### src/rtl/moore_input_conditioner.sv
// moore_input_conditioner
//   Input stage in front of a Moore FSM. Synchronises a raw push-button and a
//   raw data switch to inputClk, debounces the button, and for every accepted
//   press presents the synchronised data bit on outputX together with a
//   single-cycle outputStrobe that acts as the FSM advance enable.
//
// Ports
//   inputClk      in   1  single clock, all logic on posedge
//   inputR        in   1  synchronous active-high reset
//   inputBtn      in   1  raw asynchronous push-button (1 = pressed)
//   inputBit      in   1  raw asynchronous data switch
//   outputX       out  1  data bit captured at the last accepted press
//   outputStrobe  out  1  one-cycle pulse per accepted press
//   outputState   out  2  debug: 0 IDLE, 1 PRESS_WAIT, 2 PRESSED, 3 RELEASE_WAIT
//   outputCount   out  8  accepted-press count (only with PRESS_COUNT_EN)
//
// Configuration
//   PRESS_COUNT_EN  when defined, adds outputCount, an 8-bit wrapping count of
//                   accepted presses cleared by inputR.
module moore_input_conditioner #(
  parameter int DEBOUNCE_CYCLES = 4,
  parameter int CNT_W           = 16
) (
  input  logic       inputClk,
  input  logic       inputR,
  input  logic       inputBtn,
  input  logic       inputBit,
  output logic       outputX,
  output logic       outputStrobe,
  output logic [1:0] outputState
`ifdef PRESS_COUNT_EN
  ,
  output logic [7:0] outputCount
`endif
);

  typedef enum logic [1:0] {
    IDLE         = 2'd0,
    PRESS_WAIT   = 2'd1,
    PRESSED      = 2'd2,
    RELEASE_WAIT = 2'd3
  } stateT;

  // Last debounce count value; reaching it on a stable cycle completes the wait.
  localparam logic [CNT_W-1:0] CNT_LAST = CNT_W'(DEBOUNCE_CYCLES - 1);

  logic [1:0]       btnChainR;
  logic [1:0]       bitChainR;
  logic             btnSyncS;
  logic             bitSyncS;
  stateT            stateR;
  stateT            stateNextS;
  logic [CNT_W-1:0] cntR;
  logic [CNT_W-1:0] cntNextS;
  logic             xNextS;
  logic             strobeNextS;

  assign btnSyncS = btnChainR[1];
  assign bitSyncS = bitChainR[1];

  // Two-flop synchronisers for the raw button and data switch.
  always_ff @(posedge inputClk) begin
    if (inputR) begin
      btnChainR <= 2'b00;
      bitChainR <= 2'b00;
    end else begin
      btnChainR <= {btnChainR[0], inputBtn};
      bitChainR <= {bitChainR[0], inputBit};
    end
  end

  // Debounce FSM next-state, counter and output decode.
  always_comb begin
    stateNextS  = stateR;
    cntNextS    = cntR;
    xNextS      = outputX;
    strobeNextS = 1'b0;
    case (stateR)
      IDLE: begin
        if (btnSyncS) begin
          stateNextS = PRESS_WAIT;
          cntNextS   = {CNT_W{1'b0}};
        end else begin
          stateNextS = IDLE;
        end
      end
      PRESS_WAIT: begin
        if (!btnSyncS) begin
          // Bounce before the press was stable long enough: reject it.
          stateNextS = IDLE;
          cntNextS   = {CNT_W{1'b0}};
        end else if (cntR == CNT_LAST) begin
          stateNextS  = PRESSED;
          xNextS      = bitSyncS;
          strobeNextS = 1'b1;
        end else begin
          cntNextS = cntR + CNT_W'(1);
        end
      end
      PRESSED: begin
        if (!btnSyncS) begin
          stateNextS = RELEASE_WAIT;
          cntNextS   = {CNT_W{1'b0}};
        end else begin
          stateNextS = PRESSED;
        end
      end
      RELEASE_WAIT: begin
        if (btnSyncS) begin
          // Release glitch: back to PRESSED without a new strobe.
          stateNextS = PRESSED;
        end else if (cntR == CNT_LAST) begin
          stateNextS = IDLE;
        end else begin
          cntNextS = cntR + CNT_W'(1);
        end
      end
      default: begin
        stateNextS = IDLE;
        cntNextS   = {CNT_W{1'b0}};
      end
    endcase
  end

  // State, counter and registered outputs.
  always_ff @(posedge inputClk) begin
    if (inputR) begin
      stateR       <= IDLE;
      cntR         <= {CNT_W{1'b0}};
      outputX      <= 1'b0;
      outputStrobe <= 1'b0;
    end else begin
      stateR       <= stateNextS;
      cntR         <= cntNextS;
      outputX      <= xNextS;
      outputStrobe <= strobeNextS;
    end
  end

  assign outputState = stateR;

`ifdef PRESS_COUNT_EN
  // Accepted-press counter, advancing on the edge that raises the strobe.
  always_ff @(posedge inputClk) begin
    if (inputR) begin
      outputCount <= 8'd0;
    end else if (strobeNextS) begin
      outputCount <= outputCount + 8'd1;
    end else begin
      outputCount <= outputCount;
    end
  end
`endif

endmodule
### config.mk
export PLATFORM = sky130hd
export DESIGN_NAME = moore_input_conditioner
export DESIGN_NICKNAME = d
export VERILOG_FILES = /design/src/rtl/moore_input_conditioner.sv
export SDC_FILE = /design/constraint.sdc
export NUM_CORES = 1
export LEC_CHECK = 0
export CORE_UTILIZATION = 30
export DETAILED_ROUTE_END_ITERATION = 16
export PLACE_DENSITY = 0.48
export SLEW_MARGIN = 20
export SYNTH_ARGS = -nofsm -noshare
export SYNTH_HDL_FRONTEND = slang
export SYNTH_SLANG_ARGS = --single-unit
### constraint.sdc
create_clock -name inputClk -period 2.9 [get_ports inputClk]
set_input_delay 0.29 -clock inputClk [delete_from_list [all_inputs] [get_ports inputClk]]
set_output_delay 0.29 -clock inputClk [all_outputs]
set_load 0.05 [all_outputs]
==> qor.log, run 1 <==
qor: run_status.run_status finished, final reports clean
qor: worst_setup_path.timing.critical_path.arrival 1750 ps
qor: worst_setup_path.worstSetupStartpointType register
qor: logic_synthesis.synth.largest_area_cell sky130_fd_sc_hd__dfxtp_1
qor: logic_synthesis.synth.cell_area 1240 µm²
qor: cts.number_of_buffers_added_by_the_clock_tree_synthesis_step 3
qor: global_routing.grt_pass1_vias 995
qor: cts.cts_hold_buf 0
qor: worst_setup_path.critical_path_buf_inv_count 1
qor: cts.post-cts-setup-buffer-count 0
qor: worst_hold_path.worstHoldStart btnChainR[0]$_SDFF_PP0_
qor: placed_design.numPlacedInstances 197
qor: cts.cts_buffer_depth 2
qor: logic_synthesis.yosys-top-cells-area sky130_fd_sc_hd__dfxtp_1 (39%), sky130_fd_sc_hd__nand3_1 (4.8%), sky130_fd_sc_hd__a21oi_1 (4.0%)
qor: sta.relSlewSlack 0.594
qor: global_routing.met2_usage 0.218
qor: global_routing.use_met1 0.207
qor: logic_synthesis.synth_warnings 0
qor: worst_setup_path.critical_path.endpoint_type output port
qor: detailed_routing.drtIter0Drc 78
qor: logic_synthesis.postSynth.topFlopCell sky130_fd_sc_hd__dfxtp_1
qor: cts.skew_pair_late_insertion_delay 270 ps
qor: logic_synthesis.synthesis.instances 145
qor: power.finalPower 0.662 mW
qor: final_layout.layout-drive-gt1-share 0.0728
qor: global_routing.grtUsageMet3 0.0155
qor: sta.max_clock_skew 2.74 ps
qor: placed_design.detailed_place_hpwl 2.07 mm
qor: power.power_density 467 nW/µm²
qor: logic_synthesis.synth-async-reset-ratio 0
qor: worst_setup_path.critical_path.top_delay_family buffers and inverters
qor: sta.timing.final.crit_share 0.703
qor: logic_synthesis.synth-edff-count 0
qor: placed_design.place.port_buffers 7
qor: sta.timing.setup.tns 0 ps
qor: worst_setup_path.setup.worst_path.class reg -> out
qor: detailed_routing.routed_wirelength 2.86 mm
qor: worst_setup_path.regToRegStartpoint outputState[0]$_SDFFE_PP0P_
qor: floorplanning.ioPinCount 8
qor: detailed_routing.drt_first_pass_iters 4
qor: final_layout.area_growth 14.0%
qor: cts.clkSlewWorstSetupHoldPaths 90 ps
qor: global_routing.grt_overflow_total 0
qor: global_routing.grtUsageTotal 0.144
qor: floorplanning.core_region_area 4000 µm²
qor: sta.tightestPinTransition 606 ps
qor: placed_design.finalWeightedCongestion 0.827
qor: final_layout.instances_no_fill 201
qor: power.power_leakage 0.448 nW
qor: worst_hold_path.min_path_type reg -> reg
qor: worst_setup_path.timing.critical_path.slowest_cell_delay 890 ps
qor: global_routing.grt_busiest_layer met2
qor: global_routing.grt_antenna_before_repair 0
qor: logic_synthesis.yosysSeqAreaShare 0.386
qor: detailed_routing.detailroute.via_count 1111
qor: global_routing.first_pass_grt_wire_length 4.84 mm
qor: cts.cts_num_sinks 24
qor: flow_run.cap_viol_max_count 0
qor: floorplanning.row_count 23
qor: floorplanning.die_area 4410 µm²
qor: cts.cts_root_buffer sky130_fd_sc_hd__clkbuf_8
qor: global_routing.grt_max_degree 17
qor: final_layout.finalNetCount 157
qor: logic_synthesis.synthesis.nets 150
qor: sta.layout_min_cycle_time 2040 ps
qor: floorplanning.die_w 66.4 µm
qor: cts.cts-htree-levels 1
qor: detailed_routing.post-route-drc-count 0
qor: power.ir_drop 138 µV
qor: sta.max_clock_freq 490 MHz
qor: floorplanning.dieHeight 66.4 µm
qor: cts.cts_tree yes
qor: sta.timing_hold_violations_final 0
qor: placed_design.dpl_worst_slack 1010 ps
qor: logic_synthesis.number_of_storage_elements_in_the_synthesis_netlist 24
qor: detailed_routing.ant_nets 0
qor: sta.post-route-worst-setup-slack 861 ps
qor: cts.post_cts.resized_instances 0
qor: worst_setup_path.timing.critical_path.slowest_stage_cell sky130_fd_sc_hd__clkdlybuf4s50_1
qor: logic_synthesis.netlist-cell-type-count 38
qor: detailed_routing.avgRoutedWirePerCell 14.2 µm
qor: final_layout.n_antenna_cell 0
qor: logic_synthesis.synth_largest_type_area_fraction 0.386
qor: sta.report.final.setup_viol 0
qor: detailed_routing.route.detailed.vias_per_inst 5.53
qor: sta.max_slew_violation_count 0
qor: logic_synthesis.syn_area_per_cell 8.58 µm²
qor: final_layout.fillers 403
qor: sta.grt_setup_unrepaired no
qor: floorplanning.initial_core_util 0.311
qor: worst_setup_path.worst-path-max-fanout 10
qor: worst_setup_path.worst-endpoint-required 2610 ps
qor: worst_setup_path.worstPathCellList clkdlybuf4s50_1
[per-layer routing]
| layer | wire length [µm] | vias up |
|---|---|---|
| met4 | 19 | 0 |
| li1 | - | 569 |
| met2 | 1350 | 23 |
| met1 | 1360 | 517 |
| met5 | 0 | - |
| met3 | 126 | 2 |
[layout by cell type, fill, tap and decap left out, drive strengths merged, types with 3 or more instances in the layout]
master	synthesis	final
clkbuf	3	3
nor3	6	6
o21ai	7	7
and4	3	3
or3	4	4
clkdlybuf4s50	0	7
nand2	11	11
nor4	3	3
nand3	12	12
a21oi	11	11
nor2b	6	6
nor2	5	5
dfxtp	24	24
a211oi	3	3
nand4	6	6
and3	4	4
inv	5	5
a31oi	5	5
[kinds of logic (layout without fill, tap and decap cells)]
kind of cell    Yosys count  in the layout  synth area share
compound gates           38             38             0.198
xor+xnor                  1              1            0.0221
fa+ha+maj                 1              1            0.0101
buf+inv                  11             17            0.0453
flops                    24             24             0.386
mux                       2              2            0.0161
simple gates             68             68             0.322
[flip-flops by register name (all words and copies together), names as in the netlist, named ones only]
name          cells
bitChainR         2
outputStrobe      1
cntR             16
outputState       1
btnChainR         2
outputX           1
[per-stage QoR]
stage / area (µm²) / hold slack [ps] / util
global route: 1420 / 462 / 0.354
CTS: 1420 / 455 / 0.354
global placement: 1350 / 420 / 0.337
floorplan: 1240 / 414 / -
finish: 1420 / 448 / 0.354
detailed placement: 1350 / 433 / 0.337
[synth_stat cells (all sizes together), types with 5 or more instances]
cell / instances
dfxtp: 24
nor3: 6
a21oi: 11
inv: 5
a31oi: 5
nor2b: 6
o21ai: 7
nand4: 6
nor2: 5
nand3: 12
nand2: 11
[power by group]
part	total, mW	internal, mW	leakage, nW	switching (mW)
Sequential	0.336	0.332	0.194	0.00345
Clock	0.296	0.185	0.0357	0.112
Combinational	0.0296	0.0123	0.218	0.0173
[final cells by class]
class | instances | area (µm²) | area share
clock inverters | 1 | 30.0 | 0.0212
flip-flops and latches | 24 | 480 | 0.339
inverters | 5 | 18.8 | 0.0132
well taps | 50 | 62.6 | 0.0441
multi-input cells | 110 | 707 | 0.499
repair buffers | 8 | 77.6 | 0.0547
clock buffers | 3 | 41.3 | 0.0291
[worst paths after layout]
path	to	slack (ps)	depth (start not counted)
max	outputState[1]	860	1
min	btnChainR[1]$_SDFF_PP0_	450	1
min reg2reg	btnChainR[1]$_SDFF_PP0_	450	1
max reg2reg	cntR[15]$_SDFFE_PP0P_	1020	4
Note: power is estimated with default switching activity, not from simulation.
==> inputs of run 2 (changes only) <==
==> constraint.sdc (replaced) <==
create_clock -name inputClk -period 2.13 [get_ports inputClk]
set_input_delay 0.213 -clock inputClk [delete_from_list [all_inputs] [get_ports inputClk]]
set_output_delay 0.213 -clock inputClk [all_outputs]
set_load 0.05 [all_outputs]
==> qor.log, run 2 (synthesis results as in run 1) <==
qor: run_status.run_status finished, final reports clean
qor: final_layout.finalNetCount 160 [+1.9%]
qor: worst_setup_path.cp.depth 1 [unchanged]
qor: detailed_routing.drt-met1-wl 1.53 mm [+13%]
qor: final_layout.mostFrequentLayoutCells sky130_fd_sc_hd__dfxtp_1 (24), sky130_fd_sc_hd__nand3_1 (12), sky130_fd_sc_hd__nand2_1 (11)
qor: final_layout.largest_register_ffs 16 [unchanged]
qor: global_routing.grt_pass1_vias 1077 [+8.2%]
qor: floorplanning.die_w 66.4 µm [unchanged]
qor: worst_setup_path.timing.critical_path.slowest_stage_cell sky130_fd_sc_hd__clkdlybuf4s50_1
qor: cts.cts_num_sinks 24 [unchanged]
qor: cts.cts-htree-levels 1 [unchanged]
qor: placed_design.detailed_place_hpwl 2.15 mm [+3.6%]
qor: cts.cts_hold_buf 0 [unchanged]
qor: detailed_routing.met3_wirelength 60 µm [-52%]
qor: sta.max_clock_skew 7.65 ps [+4.92 ps]
qor: final_layout.reg_top3 cntR x16, bitChainR x2, btnChainR x2
qor: floorplanning.die_area 4410 µm² [unchanged]
qor: floorplanning.ioPinCount 8 [unchanged]
qor: sta.max_clock_freq 513 MHz
qor: floorplanning.dieHeight 66.4 µm [unchanged]
qor: detailed_routing.detailroute.via_count 1131 [+1.8%]
qor: sta.relSlewSlack 0.652 [+0.0583]
qor: final_layout.final_instance_area 1440 µm² [+1.6%]
qor: floorplanning.initial_core_util 0.311 [unchanged]
qor: final_layout.area_growth 15.8%
qor: detailed_routing.routed_wirelength 2.99 mm [+4.6%]
qor: detailed_routing.drt_first_pass_iters 4 [unchanged]
qor: worst_setup_path.critical_path.top_delay_family buffers and inverters
qor: cts.post_cts.resized_instances 0 [unchanged]
qor: cts.number_of_buffers_added_by_the_clock_tree_synthesis_step 3 [unchanged]
qor: global_routing.grtUsageTotal 0.150 [+0.00612]
qor: detailed_routing.drtIter0Drc 37 [-53%]
qor: sta.layout_min_cycle_time 1950 ps
qor: placed_design.finalWeightedCongestion 0.817 [-1.2%]
qor: power.ir_drop 193 µV [+40%]
qor: sta.timing_hold_violations_final 0 [unchanged]
qor: final_layout.max_flop_register cntR
qor: detailed_routing.route.detailed.vias_per_inst 5.54 [+0.30%]
qor: placed_design.post_dp_cell_area 1370 µm² [+1.7%]
qor: placed_design.numPlacedInstances 200 [+1.5%]
qor: worst_setup_path.critical_path.endpoint_type output port
qor: sta.timing.setup.tns 0 ps [unchanged]
qor: sta.grt_setup_unrepaired no
qor: final_layout.layout-drive-gt1-share 0.0909 [+0.0181]
qor: flow_run.cap_viol_max_count 0 [unchanged]
qor: detailed_routing.route.met2.wl 1.36 mm [+0.30%]
qor: worst_setup_path.worst-r2r-cell-count 5 [+1]
qor: sta.report.final.setup_viol 0 [unchanged]
qor: cts.skew_pair_late_insertion_delay 270 ps [about the same]
qor: sta.max_slew_violation_count 0 [unchanged]
qor: floorplanning.row_count 23 [unchanged]
qor: cts.post-cts-setup-buffer-count 0 [unchanged]
qor: global_routing.grt_max_degree 19 [+2]
qor: worst_setup_path.timing.critical_path.arrival 1740 ps [about the same]
qor: power.power_leakage 0.464 nW [+3.6%]
qor: final_layout.most_common_cell_after_layout_fill_and_taps_aside sky130_fd_sc_hd__dfxtp_1
qor: cts.clkSlewWorstSetupHoldPaths 90 ps [about the same]
qor: final_layout.post_layout_util 0.360 [+0.00563]
qor: power.power_density 628 nW/µm² [+34%]
qor: worst_setup_path.worst-path-max-fanout 10 [unchanged]
qor: placed_design.place.port_buffers 7 [unchanged]
qor: detailed_routing.post-route-drc-count 0 [unchanged]
qor: global_routing.first_pass_grt_wire_length 5.11 mm [+5.6%]
qor: floorplanning.core_region_area 4000 µm² [unchanged]
qor: worst_hold_path.min_path_type reg -> reg
qor: final_layout.instances_no_fill 204 [+1.5%]
qor: worst_setup_path.worst-endpoint-required 1920 ps [-690 ps]
qor: worst_setup_path.worstPathCellList clkdlybuf4s50_1
qor: worst_setup_path.setup.worst_path.class reg -> out
qor: sta.timing.final.crit_share 0.915
qor: global_routing.grt_antenna_before_repair 0 [unchanged]
qor: worst_setup_path.timing.critical_path.slowest_cell_delay 880 ps [about the same]
qor: worst_setup_path.critical_path_buf_inv_count 1 [unchanged]
qor: detailed_routing.ant_nets 0 [unchanged]
qor: detailed_routing.avgRoutedWirePerCell 14.6 µm [+3.0%]
qor: cts.cts_root_buffer sky130_fd_sc_hd__clkbuf_8
qor: detailed_routing.top_signal_layer_used met4
qor: cts.cts_buffer_depth 2 [unchanged]
qor: cts.cts_tree yes
qor: worst_hold_path.holdPathStages 1 [unchanged]
qor: global_routing.grt_overflow_total 0 [unchanged]
qor: final_layout.n_antenna_cell 0 [unchanged]
qor: sta.tightestPinTransition 517 ps [-88.8 ps]
qor: worst_setup_path.worstSetupStartpointType register
## run 2: changes by cell type in the layout (fill, tap and decap cells not counted)
cell | previous run | this run
sky130_fd_sc_hd__buf_4 | 1 | 4
## run 2: report_power, final
group	total, mW	switching (mW)	internal [mW]
Sequential	0.456	0.00339	0.452
Clock	0.405	0.153	0.251
Combinational	0.0434	0.0258	0.0176
## run 2: final timing paths
| path | from | endpoint | slack (ps) |
|---|---|---|---|
| max | register | outputState[1] | 180 |
| min | btnChainR[0]$_SDFF_PP0_ | btnChainR[1]$_SDFF_PP0_ | 450 |
| max reg2reg | cntR[0]$_SDFFE_PP0P_ | cntR[1]$_SDFFE_PP0P_ | 230 |
| min reg2reg | btnChainR[0]$_SDFF_PP0_ | btnChainR[1]$_SDFF_PP0_ | 450 |
## run 2: cell type report
| type | instances | area, µm² |
|---|---|---|
| Multi-Input combinational cell | 110 | 707 |
| Tap cell | 50 | 62.6 |
| Inverter | 5 | 18.8 |
| Timing Repair Buffer | 11 | 100 |
| Fill cell | 418 | 2560 |
| Clock buffer | 3 | 41.3 |
| Clock inverter | 1 | 30.0 |
| Sequential cell | 24 | 480 |
## run 2: layer usage
| layer | vias to the layer above | track usage |
|---|---|---|
| li1 | 576 | - |
| met1 | 540 | 0.208 |
| met2 | 11 | 0.236 |
| met3 | 4 | 0.0207 |
| met4 | 0 | 0.0532 |
| met5 | - | 0 |
## run 2: metrics by stage
step	worst slack [ps]	total power [mW]	hold WS, ps
after floorplan	119	0.495	341
after global placement	287	0.509	441
after detailed placement	245	0.510	431
after CTS	181	0.907	454
after global routing	99.3	0.943	470
final	182	0.904	455
